$ cat config.mk
export PLATFORM = sky130hd
export DESIGN_NAME = branch_seq
export DESIGN_NICKNAME = d
export VERILOG_FILES = /design/src/rtl/branch_seq_pkg.sv /design/src/rtl/branch_seq_ret_stack.sv /design/src/rtl/branch_seq.sv
export SDC_FILE = /design/constraint.sdc
export NUM_CORES = 1
export LEC_CHECK = 0
export ABC_AREA = 1
export CELL_PAD_IN_SITES_DETAIL_PLACEMENT = 1
export CELL_PAD_IN_SITES_GLOBAL_PLACEMENT = 2
export CORE_MARGIN = 2
export CORE_UTILIZATION = 30
export CTS_BUF_LIST = sky130_fd_sc_hd__clkbuf_8
export DETAILED_ROUTE_END_ITERATION = 10
export GPL_TIMING_DRIVEN = 0
export PLACE_DENSITY = 0.72
export SYNTH_ARGS = -nofsm -noshare
export SYNTH_HDL_FRONTEND = slang
export SYNTH_SLANG_ARGS = --single-unit
export TNS_END_PERCENT = 30
$ cat constraint.sdc
create_clock -name clk -period 4.8 [get_ports clk]
set_input_delay 0.72 -clock clk [delete_from_list [all_inputs] [get_ports clk]]
set_output_delay 0.72 -clock clk [all_outputs]
set_load 0.02 [all_outputs]
$ cat src/rtl/branch_seq_pkg.sv
// Shared definitions for the branch sequencer: opcode encodings seen on the op port.
package branch_seq_pkg;

  typedef enum logic [1:0] {
    OP_SEQ  = 2'b00,
    OP_JMP  = 2'b01,
    OP_CALL = 2'b10,
    OP_RET  = 2'b11
  } op_e;

endpackage

$ cat src/rtl/branch_seq_ret_stack.sv
// Return-address LIFO addressed by its occupancy count: push writes entry[sp],
// pop exposes entry[sp-1] on rdata.
module ret_stack #(
  parameter int PC_W        = 8,
  parameter int STACK_DEPTH = 4,
  localparam int SP_W       = $clog2(STACK_DEPTH + 1)
) (
  input  logic            clk,
  input  logic            rst,
  input  logic            push,
  input  logic            pop,
  input  logic [PC_W-1:0] wdata,
  output logic [PC_W-1:0] rdata,
  output logic [SP_W-1:0] sp,
  output logic            full,
  output logic            empty
);

  localparam int IDX_W = (STACK_DEPTH > 1) ? $clog2(STACK_DEPTH) : 1;

  logic [PC_W-1:0] mem [STACK_DEPTH];
  logic [SP_W-1:0] sp_dec;
  logic [IDX_W-1:0] wr_idx;
  logic [IDX_W-1:0] rd_idx;

  assign full   = (sp == SP_W'(STACK_DEPTH));
  assign empty  = (sp == '0);
  assign sp_dec = sp - SP_W'(1);
  // Occupancy below STACK_DEPTH always fits the narrower entry index.
  assign wr_idx = sp[IDX_W-1:0];
  assign rd_idx = sp_dec[IDX_W-1:0];
  assign rdata  = empty ? '0 : mem[rd_idx];

  // NOTE: sequential state uses non-blocking (<=) so every register samples
  // pre-edge values regardless of block ordering.
  always_ff @(posedge clk or posedge rst) begin
    if (rst) begin
      sp <= '0;
    end else if (push && !full) begin
      sp <= sp + SP_W'(1);
    end else if (pop && !empty) begin
      sp <= sp_dec;
    end
  end

  // NOTE: entry storage is deliberately not reset; sp=0 already marks it
  // invalid, and leaving it reset-free lets it map onto plain RAM/flops.
  always_ff @(posedge clk) begin
    if (push && !full) begin
      mem[wr_idx] <= wdata;
    end
  end

endmodule

$ cat src/rtl/branch_seq.sv
// Program-counter sequencer: resolves conditional JMP/CALL/RET against the
// condition bit and keeps return addresses in a small LIFO.
module branch_seq
  import branch_seq_pkg::*;
#(
  parameter int              PC_W        = 8,
  parameter int              STACK_DEPTH = 4,
  parameter logic [PC_W-1:0] RESET_PC    = '0,
  localparam int             SP_W        = $clog2(STACK_DEPTH + 1)
) (
  input  logic            clk,
  input  logic            rst,
  input  logic            stall,
  input  logic [1:0]      op,
  input  logic            cond,
  input  logic [PC_W-1:0] target,
  output logic [PC_W-1:0] pc,
  output logic            taken,
  output logic [SP_W-1:0] sp,
  output logic            stack_err
);

  op_e             op_d;
  logic [PC_W-1:0] inc;
  logic [PC_W-1:0] pc_next;
  logic [PC_W-1:0] rdata;
  logic            taken_next;
  logic            err_next;
  logic            push;
  logic            pop;
  logic            full;
  logic            empty;

  assign op_d = op_e'(op);
  assign inc  = pc + PC_W'(1);

  ret_stack #(
    .PC_W        (PC_W),
    .STACK_DEPTH (STACK_DEPTH)
  ) u_stack (
    .clk   (clk),
    .rst   (rst),
    .push  (push),
    .pop   (pop),
    .wdata (inc),
    .rdata (rdata),
    .sp    (sp),
    .full  (full),
    .empty (empty)
  );

  // NOTE: every signal gets a default before the case so no path leaves one
  // unassigned, which would otherwise infer a latch.
  always_comb begin
    pc_next    = pc;
    taken_next = 1'b0;
    err_next   = stack_err;
    push       = 1'b0;
    pop        = 1'b0;
    if (!stall) begin
      pc_next = inc;
      case (op_d)
        OP_JMP: begin
          if (cond) begin
            pc_next    = target;
            taken_next = 1'b1;
          end
        end
        OP_CALL: begin
          if (cond) begin
            if (!full) begin
              push       = 1'b1;
              pc_next    = target;
              taken_next = 1'b1;
            end else begin
              err_next = 1'b1;
            end
          end
        end
        OP_RET: begin
          if (cond) begin
            if (!empty) begin
              pop        = 1'b1;
              pc_next    = rdata;
              taken_next = 1'b1;
            end else begin
              err_next = 1'b1;
            end
          end
        end
        default: ;  // SEQ: cond is not looked at, so X there is harmless
      endcase
    end
  end

  always_ff @(posedge clk or posedge rst) begin
    if (rst) begin
      pc        <= RESET_PC;
      taken     <= 1'b0;
      stack_err <= 1'b0;
    end else begin
      pc        <= pc_next;
      taken     <= taken_next;
      stack_err <= err_next;
    end
  end

endmodule
Word level (Yosys, flattened, before mapping)
Memories as Yosys holds them, arrays and structs flattened.
Cells that the tools add are included.

storage, ports and cells
  register bits = 13
  memory bits (writable) = 32
  output and inout bits = 13
  memories kept = 1

operators by class
  add/subtract/negate cells = 3
  eq/ne operators = 8
  mux-type cells = 26
  bitwise logic cells = 1
  reduce and logical (&&, ||, !) cells = 8

memories
  memory       depth  width  read ports  clocked after Yosys merged registers in  write ports  line                        text
  u_stack.mem  4      8      1           0                                        1            branch_seq_ret_stack.sv:21  logic [PC_W-1:0] mem [STACK_DEPTH];

operator list
  operator                                                             count
  8-bit 2-to-1 mux                                                     5
  8-bit case mux with 3 select lines                                   1
  1-bit 2-to-1 mux                                                     16
  8-bit by 1-bit adder with 8-bit output (second input constant)       1
  2-bit != test (second input constant)                                4
  3-bit 2-to-1 mux                                                     2
  6-bit AND reduction                                                  1
  2-bit == test (second input constant)                                2
  2-bit nonzero test                                                   2
  3-bit by 1-bit adder with 3-bit output (second input constant)       1
  3-bit == test (second input constant)                                1
  3-bit zero test                                                      1
  1-bit case mux with 3 select lines                                   1
  3-bit by 1-bit subtractor with 3-bit output (second input constant)  1
  2-bit by 1-bit == test with 1-bit output (second input constant)     1
  1-bit logical AND                                                    2
  1-bit zero test                                                      2
  1-bit case mux with 2 select lines                                   1
  1-bit NOT                                                            1

Longest topological paths before layout
Gate-level depths: netlist of the first run.

  word-level depth = 8
  gate-level depth with buffers = 13
  depth with buffers taken out = 11

By module
A second synthesis of the first run with hierarchy kept.

unflattened totals
  cells, all modules = 293
  area total of the unflattened synthesis = 2521.2 µm²

modules (own cells, without submodules)
  module      times used  cells each  area an instance (µm²)  seq. area each (µm²)
  ret_stack   1           169         1709.1                  1036.0
  branch_seq  1           124         812.0                   250.2

Worst setup path before layout of the first run
No wires, ideal clock.

  kind = reg2reg
  from = register u_stack.sp[0]
  to = memory u_stack.mem[1][0] (enable)
  setup time = 0.371 ns
  data arrival time = 1.863 ns
  setup slack = 2.566 ns
  cell stages (with the launch flop) = 8
  path buffers = 2
  clock period less this slack = 2.234 ns
  cells stage by stage = dfrtp_1 buf_2 inv_4 buf_4 ha_1 nand2_2 nand4_2 nor2_1

between the ends
  word-level cells in the longest chain between the ends = 8
  elaborated cells on any way between the ends = 9
  those cells by class = 1 x eq/ne; 6 x mux; 2 x reduce/logical

ends and longest elaborated chain
  what                                    line                        text
  start, declared                         branch_seq_ret_stack.sv:14  output logic [SP_W-1:0] sp,
  start signal, assigned                  branch_seq_ret_stack.sv:40  sp <= sp + SP_W'(1);
  start signal, assigned                  branch_seq_ret_stack.sv:42  sp <= sp_dec;
  3-bit == test                           branch_seq_ret_stack.sv:26  assign full = (sp == SP_W'(STACK_DEPTH));
  1-bit 2-to-1 mux                        branch_seq.sv:71            if (!full) begin
  1-bit 2-to-1 mux                        branch_seq.sv:70            if (cond) begin
  1-bit 2-to-1 mux                        branch_seq.sv:62            case (op_d)
  1-bit 2-to-1 mux                        branch_seq.sv:60            if (!stall) begin
  1-bit logical AND                       branch_seq_ret_stack.sv:49  if (push && !full) begin
  1-bit 2-to-1 mux                        branch_seq_ret_stack.sv:49
  1-bit 2-to-1 mux (implied by the code)  branch_seq_ret_stack.sv:50  mem[wr_idx] <= wdata;
  end, declared                           branch_seq_ret_stack.sv:21

Several ways; a longest one is shown, not always the timed one.

Worst setup path after layout of the first run
  from = register u_stack.sp[0]
  to = memory u_stack.mem[2][4] (enable)

Same word-level chain as after synthesis.

==> metrics, run 1 <==
outcome finished clean; port buffer count 25; Area Overhead vs Synth 19.8%; largest net degree at the start of global routing 17; ant diodes 0; clock slew at the register clock pins of the worst setup and hold paths approximately 0.090 ns; Die X slightly above 90 um; Largest stage delay, worst path approximately 0.68 ns; pre-CTS WS roughly 2.0 ns; Final Util between 30% and 40%; Peak supply drop 0.000220 V; PwrDens between 500 and 600 mW/mm^2; Resize count post-CTS 0; DIE AREA just under 0.009 mm^2; initial antenna violation count 0; detailed-route via count roughly 1800; worst-path cell chain buf_2 > inv_4 > buf_4 > ha_1 > nand2_2 > nand4_2 > nor2_1; WP data arrival 2.55 ns; post-CTS setup buffers 0; Max-Cap Viols 0; # H-tree levels 2; routability congestion estimate approximately 0.7; DR pass1 iterations 4; total number of yosys warnings 0; post-DR vias/cell 4.50; first-pass GRT wire length between 10000 and 15000 um; Final ANT Viol Nets 0; Worst Path Max Fanout 12; cell with the largest stage delay on the worst path nor2_1; static leakage between 1 and 1.5 nW; Clock Skews between 0.005 and 0.006 ns; syn_nets approximately 290; Core ar. 0.00773 mm^2; Setup TNS 0 ns; share of layout cells above drive strength 1 a little under an eighth; Synth Instances 271; gr ovfl total 0; Fin. Hold Viols 0; clk sinks 45; Post-Route WL 6090 um; Initial Utilization between 30% and 40%; placed insts 398; WP depth 7; Avg Cell Area, Syn just under 9 um^2; Crit path max-delay family simple AND/OR/NAND/NOR gates; setup slack, reg-to-reg 2.18 ns; CTS tree built; I/O pin count 27; chip height 93.2 um; CTS buffer count 5; CP endpoint u_stack.mem[2][4]; number of global-route vias before repair approximately 1900; min-delay worst type reg2reg; worst r2r dst u_stack.mem[2][4]; Worst Setup End Kind flip-flop; Worst R2R Start u_stack.sp[0]; nets 323; worst setup path startpoint u_stack.sp[0]; drc violations 0; startpoint class of the critical path flip-flop; cts hold-fix bufs 0; hpwl dp about 4600 um; setup slack after layout 2.18 ns; clk_lat worst skew around 0.3 ns; number of synthesized register bits 45; Slew Viols, Final 0; GRT Overall Usage 15.4%; Max Freq ~380 MHz; RSZ-0062 raised after global routing no; overall power roughly 1.5 mW; Non-Filler Instances around 400; Distinct cells, synth 28; Crit Path Class reg2reg; placed cell areas ~0.0028 mm^2; worst r2r path cells 7; worst hold margin approximately 0.48 ns; Rows 32; Worst EP required about 4.7 ns; Root Buffer clkbuf_8; # setup viols final 0; Final period util about 55%; WL/cell 15.0 um; part of the Yosys area used for sequential elements between 50% and 60%; Rel. slew slack a little under half; Max Root-Sink Buffers 2; Mapped Area approximately 0.0024 mm^2; Worst-Margin Slew 0.817 ns; DR iter-0 viols 51; Filler Cells Inserted around 910; post-layout instance area 0.00286 mm^2; min Tclk post-route ~2.6 ns; CP Buf/Inv Count 3
logic make-up after synthesis:
group / share of synthesized area (%)
adders and majority gates: 3.15
DFF: 53.9
xor gates and xnor gates: 2.20
and+or+nand+nor: 31.4
buffers and inverters: 6.61
AOI/OAI and AO/OA: 2.78
flip-flops by register name, indices dropped and copies added (netlist names):
name,count
u_stack.sp,3
pc,8
taken,1
stack_err,1
u_stack.mem,32
worst min path at each step:
stage,from,endpoint,slack [ns],cells past startpoint
after CTS,stack_err,stack_err,0.48,1
after floorplan,stack_err,stack_err,0.59,1
final,stack_err,stack_err,0.48,1
after detailed placement,stack_err,stack_err,0.46,1
after global placement,stack_err,stack_err,0.45,1
after global routing,stack_err,stack_err,0.48,1
power breakdown:
part	switching [mW]	internal (mW)
clock	0.140	0.105
sequential	0.0504	0.497
combinational	0.426	0.241
total	0.617	0.844
cell type report:
class | instances | area, um^2 | area share (%)
Clock inverter | 3 | 25.0 | 0.876
Sequential cell | 45 | 1290 | 45.0
Timing Repair Buffer | 25 | 250 | 8.76
Multi-Input combinational cell | 189 | 942 | 33.0
Inverter | 29 | 111 | 3.90
Tap cell | 102 | 128 | 4.47
Clock buffer | 5 | 68.8 | 2.41
Buffer | 8 | 46.3 | 1.62
per-layer routing:
| metal | vias to the layer above | GRT usage (%) | share of wire [%] |
|---|---|---|---|
| li1 | 937 | - | - |
| met1 | 869 | 21.4 | 50 |
| met2 | 19 | 25.5 | 48 |
| met3 | 4 | 2.18 | 1.6 |
| met4 | 0 | 3.80 | 0.76 |
| met5 | - | 0 | 0 |
synth_stat cells:
| cell type | instances | area share, % |
|---|---|---|
| a21oi_1 | 4 | 0.84 |
| a22oi_1 | 1 | 0.31 |
| a31o_2 | 1 | 0.37 |
| and2_1 | 1 | 0.26 |
| buf_2 | 4 | 0.84 |
| buf_4 | 3 | 0.94 |
| clkbuf_1 | 1 | 0.16 |
| dfrtp_1 | 13 | 14 |
| edfxtp_1 | 32 | 40 |
| ha_1 | 6 | 3.1 |
| inv_1 | 22 | 3.5 |
| inv_2 | 6 | 0.94 |
| inv_4 | 1 | 0.26 |
| nand2_1 | 93 | 15 |
| nand2_2 | 4 | 1.0 |
| nand2_4 | 2 | 0.94 |
| nand3_1 | 37 | 7.8 |
| nand3_4 | 1 | 0.73 |
| nand3b_1 | 2 | 0.63 |
| nand4_1 | 1 | 0.26 |
| nand4_2 | 1 | 0.52 |
| nor2_1 | 18 | 2.8 |
| nor2_2 | 3 | 0.79 |
| nor2_4 | 2 | 0.94 |
| o21ai_0 | 2 | 0.42 |
| o21ai_1 | 4 | 0.84 |
| xnor2_1 | 2 | 0.73 |
| xor2_1 | 4 | 1.5 |
cells in the final DEF (no fill, tap or decap):
master	count
nand2_4	2
xnor2_1	2
and2_1	1
nand2_2	4
a22oi_1	1
a31o_2	1
buf_4	3
edfxtp_1	32
dfrtp_1	13
o21ai_1	4
a21oi_1	4
nand4_2	1
clkbuf_8	5
nand4_1	1
inv_6	1
clkbuf_1	1
buf_2	4
inv_1	22
o21ai_0	2
ha_1	6
nor2_4	2
nand3b_1	2
nand3_4	1
clkinvlp_4	1
nor2_2	3
nand2_1	93
xor2_1	4
clkdlybuf4s50_1	25
inv_4	1
nor2_1	18
clkinv_4	1
inv_2	6
nand3_1	37
Power figures use the tool's default switching activity.
==> run 2, diff against run 1 <==
==> constraint.sdc (replaced) <==
create_clock -name clk -period 2.55 [get_ports clk]
set_input_delay 0.3825 -clock clk [delete_from_list [all_inputs] [get_ports clk]]
set_output_delay 0.3825 -clock clk [all_outputs]
set_load 0.02 [all_outputs]
==> metrics, run 2 (synthesis gave the netlist of run 1 again) <==
outcome finished clean (unchanged); GRT Overall Usage 15.4% (unchanged); ant diodes 0 (unchanged); Rel. slew slack 62.9% (was 45.4%); worst setup path startpoint u_stack.sp[0] (unchanged); Clock Skews 0.00383 ns (was 0.00561 ns); startpoint class of the critical path flip-flop (unchanged); Worst R2R Start u_stack.sp[0] (unchanged); PwrDens 961 mW/mm^2 (was 511 mW/mm^2); CTS tree built (unchanged); Worst EP required 2.50 ns (was 4.73 ns); chip height 93.2 um (unchanged); nets 323 (unchanged); min Tclk post-route 2.46 ns (was 2.62 ns); Top Registers u_stack.mem (32), pc (8), u_stack.sp (3) (unchanged); Initial Utilization 30.9% (unchanged); static leakage 1.22 nW (about the same); hpwl dp 4590 um (unchanged); Max-Cap Viols 0 (unchanged); number of global-route vias before repair 1901 (unchanged); Die X 93.2 um (unchanged); drc violations 0 (unchanged); post-DR vias/cell 4.52 (was 4.50); WP data arrival 2.40 ns (was 2.55 ns); Slew Viols, Final 0 (unchanged); min-delay worst type in2async (was reg2reg); Largest Register u_stack.mem (unchanged); Worst Path Max Fanout 12 (unchanged); Max Freq 407 MHz (was 382 MHz); Worst-Margin Slew 0.556 ns (was 0.817 ns); first-pass GRT wire length 10100 um (unchanged); initial antenna violation count 0 (unchanged); max layer used met4 (unchanged); clk sinks 45 (unchanged); share of layout cells above drive strength 1 13.2% (was 11.8%); Peak supply drop 0.000413 V (was 0.000220 V); post-CTS setup buffers 0 (unchanged); Worst Setup End Kind flip-flop (unchanged); RSZ-0062 raised after global routing yes (was no); clock slew at the register clock pins of the worst setup and hold paths 0.09 ns (about the same); Fin. Hold Viols 0 (unchanged); # setup viols final 0 (unchanged); Filler Cells Inserted 910 (was 911); Final period util 96.3% (was 54.5%); DR iter-0 viols 45 (was 51); routability congestion estimate 0.715 (unchanged); DR pass1 iterations 4 (unchanged); I/O pin count 27 (unchanged); CTS buffer count 5 (unchanged); # H-tree levels 2 (unchanged); WL/cell 15.0 um (about the same); Rows 32 (unchanged); Core ar. 0.00773 mm^2 (unchanged); DIE AREA 0.00868 mm^2 (unchanged); max reg flops 32 (unchanged); Non-Filler Instances 406 (unchanged); Crit Path Class reg2reg (unchanged); Post-Route WL 6090 um (about the same); Root Buffer clkbuf_8 (unchanged); largest net degree at the start of global routing 17 (unchanged); Final Util 37.1% (was 37.0%); Metal-1 WL 2990 um (was 3030 um); clk_lat worst skew 0.30 ns (about the same); port buffer count 25 (unchanged); most frequent cells in the layout nand2_1 (93), nand3_1 (37), edfxtp_1 (32), clkdlybuf4s50_1 (25), inv_1 (22) (unchanged); Final ANT Viol Nets 0 (unchanged); detailed-route via count 1834 (was 1829); most common cell after layout, fill and taps aside nand2_1 (unchanged); cts hold-fix bufs 0 (unchanged); overall power 2.76 mW (was 1.46 mW); Area Overhead vs Synth 20.2% (was 19.8%); placed insts 398 (unchanged); met2 WL 2920 um (was 2910 um); gr ovfl total 0 (unchanged); Max Root-Sink Buffers 2 (unchanged); met3 routed WL 136 um (was 98 um)
==> run 2: cell counts in the layout (fill, tap and decap cells not counted) <==
No cell type changed its count.
==> run 2: cell type report <==
class                           instances  area [um^2]  share of cell area (%)
Clock inverter                          3         25.0                   0.873
Multi-Input combinational cell        189          952                    33.2
Buffer                                  8         46.3                    1.61
Clock buffer                            5         68.8                    2.40
Tap cell                              102          128                    4.45
Inverter                               29          111                    3.88
Timing Repair Buffer                   25          250                    8.73
Sequential cell                        45         1290                    44.9
==> run 2: repair_timing <==
item,in CTS,in global routing
endpoints found under the hold margin,0,0
pin swaps,0,0
resized for setup,0,4
setup endpoints to repair,32,32
==> run 2: path summary, 6_finish.rpt <==
| path | slack, ns | endpoint | depth (start not counted) |
|---|---|---|---|
| worst max-delay path | 0.09 | u_stack.mem[2][4] | 7 |
| worst min-delay path | 0.42 | stack_err | 2 |
| worst max register to register | 0.09 | u_stack.mem[2][4] | 7 |
| worst min register to register | 0.48 | stack_err | 1 |
| max in group asynchronous | 1.76 | pc[1] | 2 |
| min in group clk | 0.48 | stack_err | 1 |
==> run 2: routing by layer <==
metal / GRT usage [%] / vias to the layer above
li1: - / 937
met5: 0 / -
met1: 21.4 / 870
met3: 2.18 / 4
met2: 25.5 / 23
met4: 3.80 / 0
==> run 2: worst max-delay path, cell delays in order (launching register included) <==
cell and delay (ns):
dfrtp_1 0.41, buf_2 0.25, inv_4 0.09, buf_4 0.19, ha_1 0.26, nand2_2 0.16
nand4_2 0.26, nor2_2 0.48
==> run 2: through the flow <==
step | TNS (ns) | hold WS [ns] | instance area [um^2] | setup slack, ns
after global placement | -3.34 | 0.450 | 2760 | -0.121
after detailed placement | -3.84 | 0.459 | 2760 | -0.126
final | 0 | 0.424 | 2870 | 0.0945
after floorplan | 0 | 0.259 | 2390 | 0.316
after global routing | -3.05 | 0.478 | 2870 | -0.117
after CTS | -4.13 | 0.458 | 2860 | -0.138
==> run 2: power breakdown <==
part / switching (mW) / internal, mW / leakage [nW]
logic: 0.806 / 0.455 / 0.724
clock network: 0.266 / 0.198 / 0.0447
registers: 0.0949 / 0.936 / 0.453
total: 1.17 / 1.59 / 1.22
==> run 3, diff against run 2 <==
--- a/config.mk
+++ b/config.mk
@@ -8,9 +8,9 @@
 export ABC_AREA = 1
 export CELL_PAD_IN_SITES_DETAIL_PLACEMENT = 1
 export CELL_PAD_IN_SITES_GLOBAL_PLACEMENT = 2
-export CORE_MARGIN = 2
 export CORE_UTILIZATION = 30
 export CTS_BUF_LIST = sky130_fd_sc_hd__clkbuf_8
+export CTS_CLUSTER_SIZE = 14
 export DETAILED_ROUTE_END_ITERATION = 10
 export GPL_TIMING_DRIVEN = 0
 export PLACE_DENSITY = 0.72
==> metrics, run 3 (synthesis gave the netlist of run 1 again) <==
outcome finished clean (unchanged); DIE AREA 0.00831 mm^2 (was 0.00868 mm^2); chip height 91.2 um (was 93.2 um); worst r2r dst u_stack.mem[3][2] (was u_stack.mem[2][4]); Fin. Hold Viols 0 (unchanged); DR pass1 iterations 4 (unchanged); clock slew at the register clock pins of the worst setup and hold paths 0.10 ns (was 0.09 ns); Rows 32 (unchanged); PwrDens 1020 mW/mm^2 (was 961 mW/mm^2); Worst Path Max Fanout 12 (unchanged); post-DR vias/cell 4.62 (was 4.52); Top Registers u_stack.mem (32), pc (8), u_stack.sp (3) (unchanged); Initial Utilization 30.9% (unchanged); RSZ-0062 raised after global routing yes (unchanged); hpwl dp 4580 um (was 4590 um); Worst Setup End Kind flip-flop (unchanged); Rel. slew slack 62.6% (was 62.9%); Max Root-Sink Buffers 2 (unchanged); Clock Skews 0.00762 ns (was 0.00383 ns); Peak supply drop 0.000422 V (was 0.000413 V); cts hold-fix bufs 0 (unchanged); # setup viols final 0 (unchanged); Max Freq 406 MHz (was 407 MHz); Largest stage delay, worst path 0.49 ns (was 0.48 ns); most common cell after layout, fill and taps aside nand2_1 (unchanged); CTS tree built (unchanged); first-pass GRT wire length 10100 um (about the same); Crit Path Class reg2reg (unchanged); Final Util 37.7% (was 37.1%); nets 323 (unchanged); initial antenna violation count 0 (unchanged); post-CTS setup buffers 0 (unchanged); routability congestion estimate 0.763 (was 0.715); I/O pin count 27 (unchanged); port buffer count 25 (unchanged); Resize count post-CTS 1 (was 0); Die X 91.2 um (was 93.2 um); gr ovfl total 0 (unchanged); worst setup path startpoint u_stack.sp[0] (unchanged); Max-Cap Viols 0 (unchanged); WL/cell 15.2 um (was 15.0 um); Worst-Margin Slew 0.561 ns (was 0.556 ns); setup slack after layout 0.0870 ns (was 0.0945 ns); min-delay worst type in2async (unchanged); WP data arrival 2.40 ns (about the same); GRT Overall Usage 16.0% (was 15.4%); Area Overhead vs Synth 22.0% (was 20.2%); pre-CTS WS -0.140 ns (was -0.126 ns); startpoint class of the critical path flip-flop (unchanged); detailed-route via count 1875 (was 1834); min Tclk post-route 2.46 ns (about the same); cell with the largest stage delay on the worst path nor2_2 (unchanged); overall power 2.96 mW (was 2.76 mW); Core ar. 0.00773 mm^2 (unchanged); worst r2r path cells 7 (unchanged); max reg flops 32 (unchanged); most frequent cells in the layout nand2_1 (93), nand3_1 (37), edfxtp_1 (32), clkdlybuf4s50_1 (25), inv_1 (22) (unchanged); Final ANT Viol Nets 0 (unchanged); ant diodes 0 (unchanged); Worst EP required 2.49 ns (was 2.50 ns); CTS buffer count 5 (unchanged); drc violations 0 (unchanged); Largest Register u_stack.mem (unchanged); clk_lat worst skew 0.30 ns (about the same); Final period util 96.6% (was 96.3%); # H-tree levels 2 (unchanged); CP endpoint u_stack.mem[3][2] (was u_stack.mem[2][4]); clk sinks 45 (unchanged); static leakage 1.25 nW (was 1.22 nW); setup slack, reg-to-reg 0.09 ns (about the same); Post-Route WL 6150 um (was 6090 um); worst-path cell chain buf_2 > inv_4 > buf_4 > ha_1 > nand2_2 > nand4_2 > nor2_2 (unchanged); Root Buffer clkbuf_8 (unchanged); largest net degree at the start of global routing 16 (was 17); Slew Viols, Final 0 (unchanged); Worst R2R Start u_stack.sp[0] (unchanged); DR iter-0 viols 72 (was 45); share of layout cells above drive strength 1 13.2% (unchanged); number of global-route vias before repair 1890 (was 1901)
run 3: final cells by class:
class	instances	area [um^2]
Buffer	8	46.3
Clock buffer	5	68.8
Clock inverter	3	68.8
Fill cell	897	4820
Inverter	29	111
Multi-Input combinational cell	189	952
Sequential cell	45	1290
Tap cell	102	128
Timing Repair Buffer	25	250
run 3: layer usage:
metal / vias to the layer above / track usage, % / routed length (um)
met5: - / 0 / 0
met4: 0 / 3.17 / 40
met3: 4 / 2.09 / 131
met2: 28 / 26.6 / 2880
met1: 906 / 22.5 / 3100
li1: 937 / - / -
run 3: where the power goes:
part	internal, mW	leakage, nW	switching (mW)
combinational	0.455	0.724	0.813
clock	0.395	0.0687	0.266
sequential	0.936	0.453	0.0961
total	1.79	1.25	1.17
run 3: how the worst min path moves through the flow:
stage	start	to	depth (start not counted)	slack (ns)
2_1_floorplan	rst	pc[0]	1	0.26
3_3_place_gp	stack_err	stack_err	1	0.45
3_5_place_dp	stack_err	stack_err	1	0.45
4_1_cts	rst	pc[0]	2	0.46
5_1_grt	stack_err	stack_err	1	0.49
6_report	rst	pc[0]	2	0.43
run 3: through the flow:
step	cell area, um^2	setup TNS (ns)	hold slack [ns]	std cells
2_1_floorplan	2390	0	0.259	271
3_3_place_gp	2760	-2.79	0.451	398
3_5_place_dp	2760	-3.39	0.454	398
4_1_cts	2900	-2.92	0.456	406
5_1_grt	2910	-1.89	0.493	406
6_report	2910	0	0.427	406
run 3: critical path: cells and delay by family (launching register included):
| family | cells | cell delay, ns |
|---|---|---|
| simple gates | 3 | 0.92 |
| buf+inv | 3 | 0.51 |
| flops | 1 | 0.41 |
| fa+ha+maj | 1 | 0.25 |
